==> src/rtl/memblock_arbiter_if.sv <==
`default_nettype none
// ============================================================================
// Module   : memblock_arbiter_if
// Brief    : Requester, control and Memblock-side signals of memblock_arbiter.
// Revision : 1.0 - initial release
// ============================================================================
interface memblock_arbiter_if #(
    parameter int WIDTH = 32,
    parameter int DEPTH = 32
);
    localparam int AW = (DEPTH > 1) ? $clog2(DEPTH) : 1;

    logic             clear_start;
    logic             clear_busy;
    logic             a_req;
    logic             b_req;
    logic             a_we;
    logic             b_we;
    logic [AW-1:0]    a_addr;
    logic [AW-1:0]    b_addr;
    logic [WIDTH-1:0] a_wdata;
    logic [WIDTH-1:0] b_wdata;
    logic             a_gnt;
    logic             b_gnt;
    logic             a_rvalid;
    logic             b_rvalid;
    logic [WIDTH-1:0] rdata;
    logic [AW-1:0]    mem_rd_addr;
    logic [AW-1:0]    mem_wr_addr;
    logic [WIDTH-1:0] mem_wr_din;
    logic             mem_we;
    logic [WIDTH-1:0] mem_rd_dout;

    modport slave (
        input  clear_start, a_req, b_req, a_we, b_we, a_addr, b_addr,
               a_wdata, b_wdata, mem_rd_dout,
        output clear_busy, a_gnt, b_gnt, a_rvalid, b_rvalid, rdata,
               mem_rd_addr, mem_wr_addr, mem_wr_din, mem_we
    );

    modport master (
        output clear_start, a_req, b_req, a_we, b_we, a_addr, b_addr,
               a_wdata, b_wdata, mem_rd_dout,
        input  clear_busy, a_gnt, b_gnt, a_rvalid, b_rvalid, rdata,
               mem_rd_addr, mem_wr_addr, mem_wr_din, mem_we
    );
endinterface
`default_nettype wire

==> src/rtl/memblock_arbiter.sv <==
`default_nettype none
// ============================================================================
// Module   : memblock_arbiter
// Brief    : Round-robin two-requester sequencer for Memblock with a
//            synchronous full-clear sequence driven through the write port.
// Revision : 1.0 - initial release
// ============================================================================
module memblock_arbiter #(
    parameter int WIDTH          = 32,
    parameter int DEPTH          = 32,
    parameter bit CLEAR_ON_RESET = 1'b1
) (
    input  wire logic         clk,
    input  wire logic         rst,
    memblock_arbiter_if.slave bus
);
    localparam int AW = (DEPTH > 1) ? $clog2(DEPTH) : 1;
    localparam logic [AW-1:0] LAST_ADDR = AW'(DEPTH - 1);
    localparam logic ID_A = 1'b0;
    localparam logic ID_B = 1'b1;

    typedef enum logic [0:0] {
        ST_RUN   = 1'b0,
        ST_CLEAR = 1'b1
    } state_t;

    localparam state_t RESET_STATE = CLEAR_ON_RESET ? ST_CLEAR : ST_RUN;

    state_t           state;
    state_t           state_next;
    logic [AW-1:0]    clr_cnt;
    logic [AW-1:0]    clr_cnt_next;
    logic             last;
    logic             last_next;
    logic             grant_a;
    logic             grant_b;
    logic             grant_any;

    logic             stg_valid;
    logic             stg_id;
    logic             stg_we;
    logic [AW-1:0]    stg_addr;
    logic [WIDTH-1:0] stg_wdata;
    logic             issue_rd;

    always_ff @(posedge clk) begin
        if (rst) begin
            state   <= RESET_STATE;
            clr_cnt <= '0;
            last    <= ID_B;
        end else begin
            state   <= state_next;
            clr_cnt <= clr_cnt_next;
            last    <= last_next;
        end
    end

    always_comb begin
        state_next   = state;
        clr_cnt_next = clr_cnt;
        last_next    = last;
        grant_a      = 1'b0;
        grant_b      = 1'b0;
        if (!rst) begin
            case (state)
                ST_CLEAR: begin
                    clr_cnt_next = clr_cnt + 1'b1;
                    if (clr_cnt == LAST_ADDR) begin
                        clr_cnt_next = '0;
                        state_next   = ST_RUN;
                    end
                end
                default: begin
                    if (bus.clear_start) begin
                        state_next = ST_CLEAR;
                    end else if (bus.a_req && bus.b_req) begin
                        // Tie goes to whoever did not win last time.
                        grant_a = (last == ID_B);
                        grant_b = (last == ID_A);
                    end else begin
                        grant_a = bus.a_req;
                        grant_b = bus.b_req;
                    end
                    if (grant_a) begin
                        last_next = ID_A;
                    end else if (grant_b) begin
                        last_next = ID_B;
                    end
                end
            endcase
        end
    end

    assign grant_any = grant_a | grant_b;

    // Payload registers need no reset: stg_valid alone qualifies them.
    always_ff @(posedge clk) begin
        if (rst) begin
            stg_valid <= 1'b0;
        end else begin
            stg_valid <= grant_any;
        end
        if (grant_any) begin
            stg_id    <= grant_b ? ID_B : ID_A;
            stg_we    <= grant_b ? bus.b_we    : bus.a_we;
            stg_addr  <= grant_b ? bus.b_addr  : bus.a_addr;
            stg_wdata <= grant_b ? bus.b_wdata : bus.a_wdata;
        end
    end

    always_comb begin
        bus.mem_we      = 1'b0;
        bus.mem_wr_addr = stg_addr;
        bus.mem_wr_din  = stg_wdata;
        if (!rst) begin
            if (state == ST_CLEAR) begin
                bus.mem_we      = 1'b1;
                bus.mem_wr_addr = clr_cnt;
                bus.mem_wr_din  = '0;
            end else if (stg_valid && stg_we) begin
                bus.mem_we = 1'b1;
            end
        end
    end

    assign issue_rd        = !rst && (state == ST_RUN) && stg_valid && !stg_we;
    assign bus.mem_rd_addr = stg_addr;
    assign bus.a_gnt       = grant_a;
    assign bus.b_gnt       = grant_b;
    assign bus.a_rvalid    = issue_rd && (stg_id == ID_A);
    assign bus.b_rvalid    = issue_rd && (stg_id == ID_B);
    assign bus.rdata       = issue_rd ? bus.mem_rd_dout : '0;
    assign bus.clear_busy  = (state == ST_CLEAR);

endmodule
`default_nettype wire

==> src/flat_wrapper.sv <==
// flat-port wrapper written by rule: the top's interface ports become plain ports
module memblock_arbiter_flat 
#(
    parameter int WIDTH          = 32,
    parameter int DEPTH          = 32,
    parameter bit CLEAR_ON_RESET = 1'b1
)
  (clk, rst, bus_clear_start, bus_a_req, bus_b_req, bus_a_we, bus_b_we, bus_a_addr, bus_b_addr, bus_a_wdata, bus_b_wdata, bus_mem_rd_dout, bus_clear_busy, bus_a_gnt, bus_b_gnt, bus_a_rvalid, bus_b_rvalid, bus_rdata, bus_mem_rd_addr, bus_mem_wr_addr, bus_mem_wr_din, bus_mem_we);
  memblock_arbiter_if #(.WIDTH(WIDTH), .DEPTH(DEPTH)) bus_i ();
  input  wire logic clk;
  input  wire logic rst;
  input wire logic [$bits(bus_i.clear_start)-1:0] bus_clear_start;
  input wire logic [$bits(bus_i.a_req)-1:0] bus_a_req;
  input wire logic [$bits(bus_i.b_req)-1:0] bus_b_req;
  input wire logic [$bits(bus_i.a_we)-1:0] bus_a_we;
  input wire logic [$bits(bus_i.b_we)-1:0] bus_b_we;
  input wire logic [$bits(bus_i.a_addr)-1:0] bus_a_addr;
  input wire logic [$bits(bus_i.b_addr)-1:0] bus_b_addr;
  input wire logic [$bits(bus_i.a_wdata)-1:0] bus_a_wdata;
  input wire logic [$bits(bus_i.b_wdata)-1:0] bus_b_wdata;
  input wire logic [$bits(bus_i.mem_rd_dout)-1:0] bus_mem_rd_dout;
  output wire logic [$bits(bus_i.clear_busy)-1:0] bus_clear_busy;
  output wire logic [$bits(bus_i.a_gnt)-1:0] bus_a_gnt;
  output wire logic [$bits(bus_i.b_gnt)-1:0] bus_b_gnt;
  output wire logic [$bits(bus_i.a_rvalid)-1:0] bus_a_rvalid;
  output wire logic [$bits(bus_i.b_rvalid)-1:0] bus_b_rvalid;
  output wire logic [$bits(bus_i.rdata)-1:0] bus_rdata;
  output wire logic [$bits(bus_i.mem_rd_addr)-1:0] bus_mem_rd_addr;
  output wire logic [$bits(bus_i.mem_wr_addr)-1:0] bus_mem_wr_addr;
  output wire logic [$bits(bus_i.mem_wr_din)-1:0] bus_mem_wr_din;
  output wire logic [$bits(bus_i.mem_we)-1:0] bus_mem_we;
  assign bus_i.clear_start = bus_clear_start;
  assign bus_i.a_req = bus_a_req;
  assign bus_i.b_req = bus_b_req;
  assign bus_i.a_we = bus_a_we;
  assign bus_i.b_we = bus_b_we;
  assign bus_i.a_addr = bus_a_addr;
  assign bus_i.b_addr = bus_b_addr;
  assign bus_i.a_wdata = bus_a_wdata;
  assign bus_i.b_wdata = bus_b_wdata;
  assign bus_i.mem_rd_dout = bus_mem_rd_dout;
  assign bus_clear_busy = bus_i.clear_busy;
  assign bus_a_gnt = bus_i.a_gnt;
  assign bus_b_gnt = bus_i.b_gnt;
  assign bus_a_rvalid = bus_i.a_rvalid;
  assign bus_b_rvalid = bus_i.b_rvalid;
  assign bus_rdata = bus_i.rdata;
  assign bus_mem_rd_addr = bus_i.mem_rd_addr;
  assign bus_mem_wr_addr = bus_i.mem_wr_addr;
  assign bus_mem_wr_din = bus_i.mem_wr_din;
  assign bus_mem_we = bus_i.mem_we;
  memblock_arbiter #(.WIDTH(WIDTH), .DEPTH(DEPTH), .CLEAR_ON_RESET(CLEAR_ON_RESET)) u_core (.clk(clk), .rst(rst), .bus(bus_i));
endmodule
==> config.mk <==
export PLATFORM = sky130hd
export DESIGN_NAME = memblock_arbiter_flat
export DESIGN_NICKNAME = d
export VERILOG_FILES = /design/src/rtl/memblock_arbiter_if.sv /design/src/rtl/memblock_arbiter.sv /design/src/flat_wrapper.sv
export SDC_FILE = /design/constraint.sdc
export NUM_CORES = 1
export LEC_CHECK = 0
export BUFFER_PORTS_ARGS = -buffer_cell sky130_fd_sc_hd__buf_2
export CORE_MARGIN = 2
export CORE_UTILIZATION = 25
export DETAILED_ROUTE_END_ITERATION = 10
export PLACE_DENSITY = 0.56
export SYNTH_ARGS = -nofsm -noshare
export SYNTH_HDL_FRONTEND = slang
export SYNTH_SLANG_ARGS = --single-unit
==> constraint.sdc <==
create_clock -name clk -period 2.87 [get_ports clk]
set_input_delay 0.574 -clock clk [delete_from_list [all_inputs] [get_ports clk]]
set_output_delay 0.574 -clock clk [all_outputs]
set_load 0.005 [all_outputs]
* Word level (Yosys, flattened, before mapping)
Cells that the tools add are included.
** Word-level totals
- Flip-flop bits (word level) :: 47
- Input bits :: 113
- Output and inout bits :: 80
** Operators by class
- $add $sub $neg :: 1
- Eq/ne operators :: 1
- Multiplexer cells :: 30
- Bitwise operators :: 4
- Reductions and logical operators :: 11
** Operators with widths (count)
- $mux 32 :: 4
- $mux 1 :: 22
- $mux 5 :: 4
- $logic_and 1x1->1 :: 7
- $add 5x1->5 const B :: 1
- $eq 5x5->1 const B :: 1
- $not 1->1 :: 3
- $logic_not 1->1 :: 2
- $reduce_and 2->1 :: 1
- $reduce_bool 2->1 :: 1
- $or 1x1->1 :: 1

* Depth between registers and ports, before layout
- Depth after elaboration :: 8
- Gate-level depth with buffers :: 6

* Worst setup path before layout
OpenSTA, ideal clock, no wires.
- Path kind :: input port to flip-flop
- Start point :: input bus_clear_start
- End point :: register u_core.stg_addr[0] (netlist: u_core.bus.mem_rd_addr[0]), enable pin
- Data arrival time :: 1730 ps
- Setup slack :: 741 ps
- Cell stages on the path :: 2
- Buffers on the path :: 0
- Path through :: nor3_4 > o21a_1
** On the way
- Longest elaborated chain between the ends :: 6
- Elaborated cells between the ends (all ways) :: 11
- Classes of those cells :: mux (10); bitwise (1)
** RTL lines
- start: declaration :: RTL line flat_wrapper.sv:12 : input wire logic [$bits(bus_i.clear_start)-1:0] bus_clear_start;
- $mux 1 :: RTL line memblock_arbiter.sv:74 : if (bus.clear_start) begin
- $mux 1 :: RTL line memblock_arbiter.sv:65 : case (state)
- $mux 1 :: RTL line memblock_arbiter.sv:64 : if (!rst) begin
- $mux 1 :: RTL line memblock_arbiter.sv:65
- $mux 1 :: RTL line memblock_arbiter.sv:64
- $or 1x1->1 * :: RTL line memblock_arbiter.sv:94 : assign grant_any = grant_a | grant_b;
- named net u_core.grant_any :: RTL line memblock_arbiter.sv:37 : logic grant_any;
- end signal: assignment :: RTL line memblock_arbiter.sv:106 : stg_addr <= grant_b ? bus.b_addr : bus.a_addr;
- end: declaration :: RTL line memblock_arbiter.sv:42 : logic [AW-1:0] stg_addr;
The timed path passes the listed nets; every way through them passes the cells marked *. The select of a mux whose other input is x is not followed.
A chain may end at the register's enable or synchronous reset.

* Worst setup path after layout
- Start point :: register u_core.state (netlist: u_core.bus.clear_busy)
- End point :: output bus_b_gnt
** On the way
- Longest elaborated chain between the ends :: 2
** RTL lines
- start: declaration :: RTL line memblock_arbiter.sv:29 : state_t state;
- start signal: assignment :: RTL line memblock_arbiter.sv:52 : state <= state_next;
- $mux 1 :: RTL line memblock_arbiter.sv:65
- $mux 1 :: RTL line memblock_arbiter.sv:64
- end: declaration :: RTL line flat_wrapper.sv:24 : output wire logic [$bits(bus_i.b_gnt)-1:0] bus_b_gnt;
Every way passes these cells.

==> impl_summary.txt <==
----------------------------------------------------
[STA]
  Final clock period utilization by the worst path ... 0.8305
  Unrepaired setup endpoints after global routing ... false
  Final setup TNS ... 0 ps
  Clock skew after layout ... 10.25 ps
  Setup violators final ... 0
  Final slew viol count ... 0
  Slew at the pin closest to its max-slew limit ... 467.6 ps
  Peak Freq ... 419.5 MHz
  Worst rel slew slack ... 0.6883
  Worst Slack Setup Final ... 486.4 ps
  Final Hold Viols ... 0
  Min Tclk post-route ... 2384 ps

[Pwr]
  Switching share of total power ... 0.1977
  Reported leakage power ... 0.001913 uW
  Pwr dens ... 384.3 nW/um^2
  Power spent charging and discharging nets ... 293.3 uW
  Pint ... 1190 uW
  Clock group share of total power ... 0.391
  Largest vdd supply drop ... 0.0003045 V
  Part of the power in registers ... 0.502
  Gate power share ... 0.106

[Critical path]
  Setup slack of the worst register-to-register path ... 750 ps
  Critical Path Sink Type ... output port
  Family of cells with the greatest summed delay on the critical path ... simple AND/OR/NAND/NOR gates
  CP Max Fanout ... 13
  Cell at the slowest stage of the critical path ... sky130_fd_sc_hd__nand3_2
  Cells traversed along the worst timing path ... buf_4 -> nor3_4 -> nand3_2 -> inv_1 -> buf_2
  Type of the worst setup path ... flip-flop to output port
  Number of buffer and inverter stages on the critical path ... 3
  Sort of element at the start of the critical path ... flip-flop
  Crit path DAT ... 1810 ps
  Logic depth of the worst register-to-register path ... 5
  Slowest cell delay on critical path ... 380 ps
  Reg-to-Reg Start ... u_core.bus.clear_busy
  Required time at the worst-slack endpoint ... 2300 ps
  Worst R2R End ... u_core.stg_wdata[10]

[Placement]
  Input/output buffers ... 192
  Post-placement setup slack ... 476.2 ps
  Estimated wirelength of the detail-placed design ... 5.424 mm
  Final weighted congestion in routability-driven placement ... 0.7162

[Layout]
  Number of inserted diodes ... 0
  Finished Core Util ... 0.3790
  Layout filler cell count ... 1,014
  # nets final ... 516
  Fraction of final layout cells with drive strength greater than 1 ... 0.6368
  Synth-to-Final Area Change ... 49.47%
  Total area of multi-input combinational cells ... 1197 um^2
  Footprint of the flip-flops and latches ... 1331 um^2

[Floorplan]
  I/O pin total ... 193
  Die Area ... 11,160 um^2
  Number of placement rows ... 37
  Placeable core area ... 10,180 um^2
  Floorplan die width ... 105.6 um
  Chip height ... 105.6 um
  Initial standard-cell utilization of the core ... 0.2536

[Logic synthesis]
  Fraction of synthesized cell area in xor and xnor cells ... 0
  Ys async rst share ... 0
  Post-Synthesis Mean Instance Area ... 12.48 um^2
  Register area share after synthesis ... 0.5155
  Total of warnings raised by yosys ... 0
  Largest family of logic cells by synthesized area ... simple AND/OR/NAND/NOR gates
  Number of nets produced by synthesis ... 322
  Post-synth EDFFs ... 39
  Most area-hungry cell type in the Yosys netlist ... sky130_fd_sc_hd__edfxtp_1
  Most frequently used cell type in the post-synthesis netlist ... sky130_fd_sc_hd__and2_1
  Post-Synthesis Cells ... 207
  Area share of and/or/nand/nor cells after synthesis ... 0.2175
  Area share of fa/ha/maj cells after synthesis ... 0.009690
  Main flop type after synthesis ... sky130_fd_sc_hd__edfxtp_1
  Commonest cells post-synth ... 65 x sky130_fd_sc_hd__and2_1, 39 x sky130_fd_sc_hd__edfxtp_1, 34 x sky130_fd_sc_hd__mux2_2
  Compound-Gate Fraction of Synth Area ... 0.02229
  Top area cells in the synthesized netlist ... sky130_fd_sc_hd__edfxtp_1 45%, sky130_fd_sc_hd__and2_1 16%, sky130_fd_sc_hd__mux2_2 15%
  Count of different cell masters after synthesis ... 29
  Fraction of synthesized area in multiplexers ... 0.2083
  Post-Synthesis Cell Area ... 2582 um^2
  Number of synthesized register bits ... 47
  Proportion of netlist area held by the largest area contributor ... 0.4535

[GRT]
  Number of antenna violations at the first check in global routing ... 0
  Largest net degree at the start of global routing ... 35
  Total global routing track utilization ... 0.1186
  Grt total ovfl ... 0
  Wire length of the first global-routing pass ... 10.70 mm
  Via count of the first global-routing pass ... 2,292

[Clock tree]
  Clk_lat worst skew ... 300 ps
  CTS tree ... yes
  Number of gates resized after CTS ... 0
  Max Root-Sink Buffers ... 2
  Number of levels in the clock H-tree ... 2
  Clock-pin transition on the worst setup and hold timing paths ... 100 ps
  CTS hold repair buffers ... 0
  Post-CTS Repair Setup Buffers ... 0
  Clk sink count ... 47
  Root buffer selected by CTS ... sky130_fd_sc_hd__clkbuf_8
  Total clock buffers created by CTS ... 5

[Min path]
  Launch point of the worst hold path ... bus_a_req
  Worst min-delay path category ... primary input to flip-flop
  Cell count of the worst hold path ... 2
  Worst Hold End ... u_core.stg_valid

[Routing]
  First DRT Iteration DRCs ... 78
  Count of unresolved DRC violations after routing ... 0
  Number of vias per cell after detailed routing ... 4.195
  Routed vias ... 2,257
  Post-route antenna net violation count ... 0
  Routed wire per std cell ... 12.72 um
  Aggregate routed wire length ... 6.844 mm
  Router iterations before antenna repair ... 4

[Run status]
  Result of the run ... finished clean

[Flow run]
  Number of max-capacitance violations reported ... 0

----------------------------------------------------
[area by class of cell]
class	count	share of cell area
clock inverter	3	0.01750
clock buffer	5	0.01783
timing repair buffer	200	0.2645
tap	136	0.04408
inverter	1	0.0009724
multi-input combinational	146	0.3102
sequential	47	0.3449
[layout by cell type (no fill, tap or decap), drive strengths merged, types with 4 or more instances in the layout]
master and count:
clkbuf 5, a21oi 5, nor2 5, dfxtp 8, and2 65, mux2 43
buf 200, edfxtp 39, nand2b 4
[power groups by stage]
stage	Combinational [uW]	Clock [uW]	Sequential (uW)
final	158	581	745
after CTS	161	598	745
after detailed placement	160	0	761
after global routing	178	620	745
after global placement	157	0	761
after floorplan	59.4	0	759
[flip-flops by register name, summed over array words and instances (netlist names)]
register / flops
u_core.stg_wdata: 32
u_core.bus.mem_rd_addr: 5
u_core.clr_cnt: 5
u_core.bus.clear_busy: 1
u_core.last: 1
u_core.stg_id: 1
u_core.stg_valid: 1
u_core.stg_we: 1
[cell families after synthesis]
kind of cell | after synthesis
AO/OA/AOI/OAI | 10
adder cells (fa/ha/maj) | 2
buffers and inverters | 14
flip-flops | 47
multiplexers | 45
AND/OR/NAND/NOR | 89
[metrics by stage]
| stage | total power (uW) | instances | hold WS, ps | area (um^2) |
|---|---|---|---|---|
| after detailed placement | 920.5 | 530 | 523.2 | 3724 |
| after CTS | 1504 | 538 | 506.2 | 3860 |
| after floorplan | 818.3 | 207 | 467.5 | 2582 |
| after global routing | 1543 | 538 | 518.1 | 3860 |
| final | 1484 | 538 | 518.3 | 3860 |
| after global placement | 917.6 | 530 | 504.9 | 3724 |
[how the worst max path moves through the flow]
stage / startpoint / end / slack [ps] / cells after the start
after global routing: u_core.bus.clear_busy / bus_b_gnt / 300 / 5
after detailed placement: rst / u_core.stg_wdata[10] / 480 / 6
after CTS: u_core.bus.clear_busy / bus_b_gnt / 420 / 5
final: u_core.bus.clear_busy / bus_b_gnt / 490 / 5
after global placement: rst / u_core.stg_wdata[31] / 500 / 6
after floorplan: bus_clear_start / u_core.bus.mem_rd_addr[0] / 740 / 2
[metal layers]
layer | routed length, um | global-route usage | up-vias
li1 | - | - | 1107
met1 | 2685 | 0.1337 | 1030
met2 | 3489 | 0.2240 | 115
met3 | 592 | 0.02597 | 5
met4 | 76 | 0.03102 | 0
met5 | 0 | 0 | -
Power figures use the tool's default switching activity.
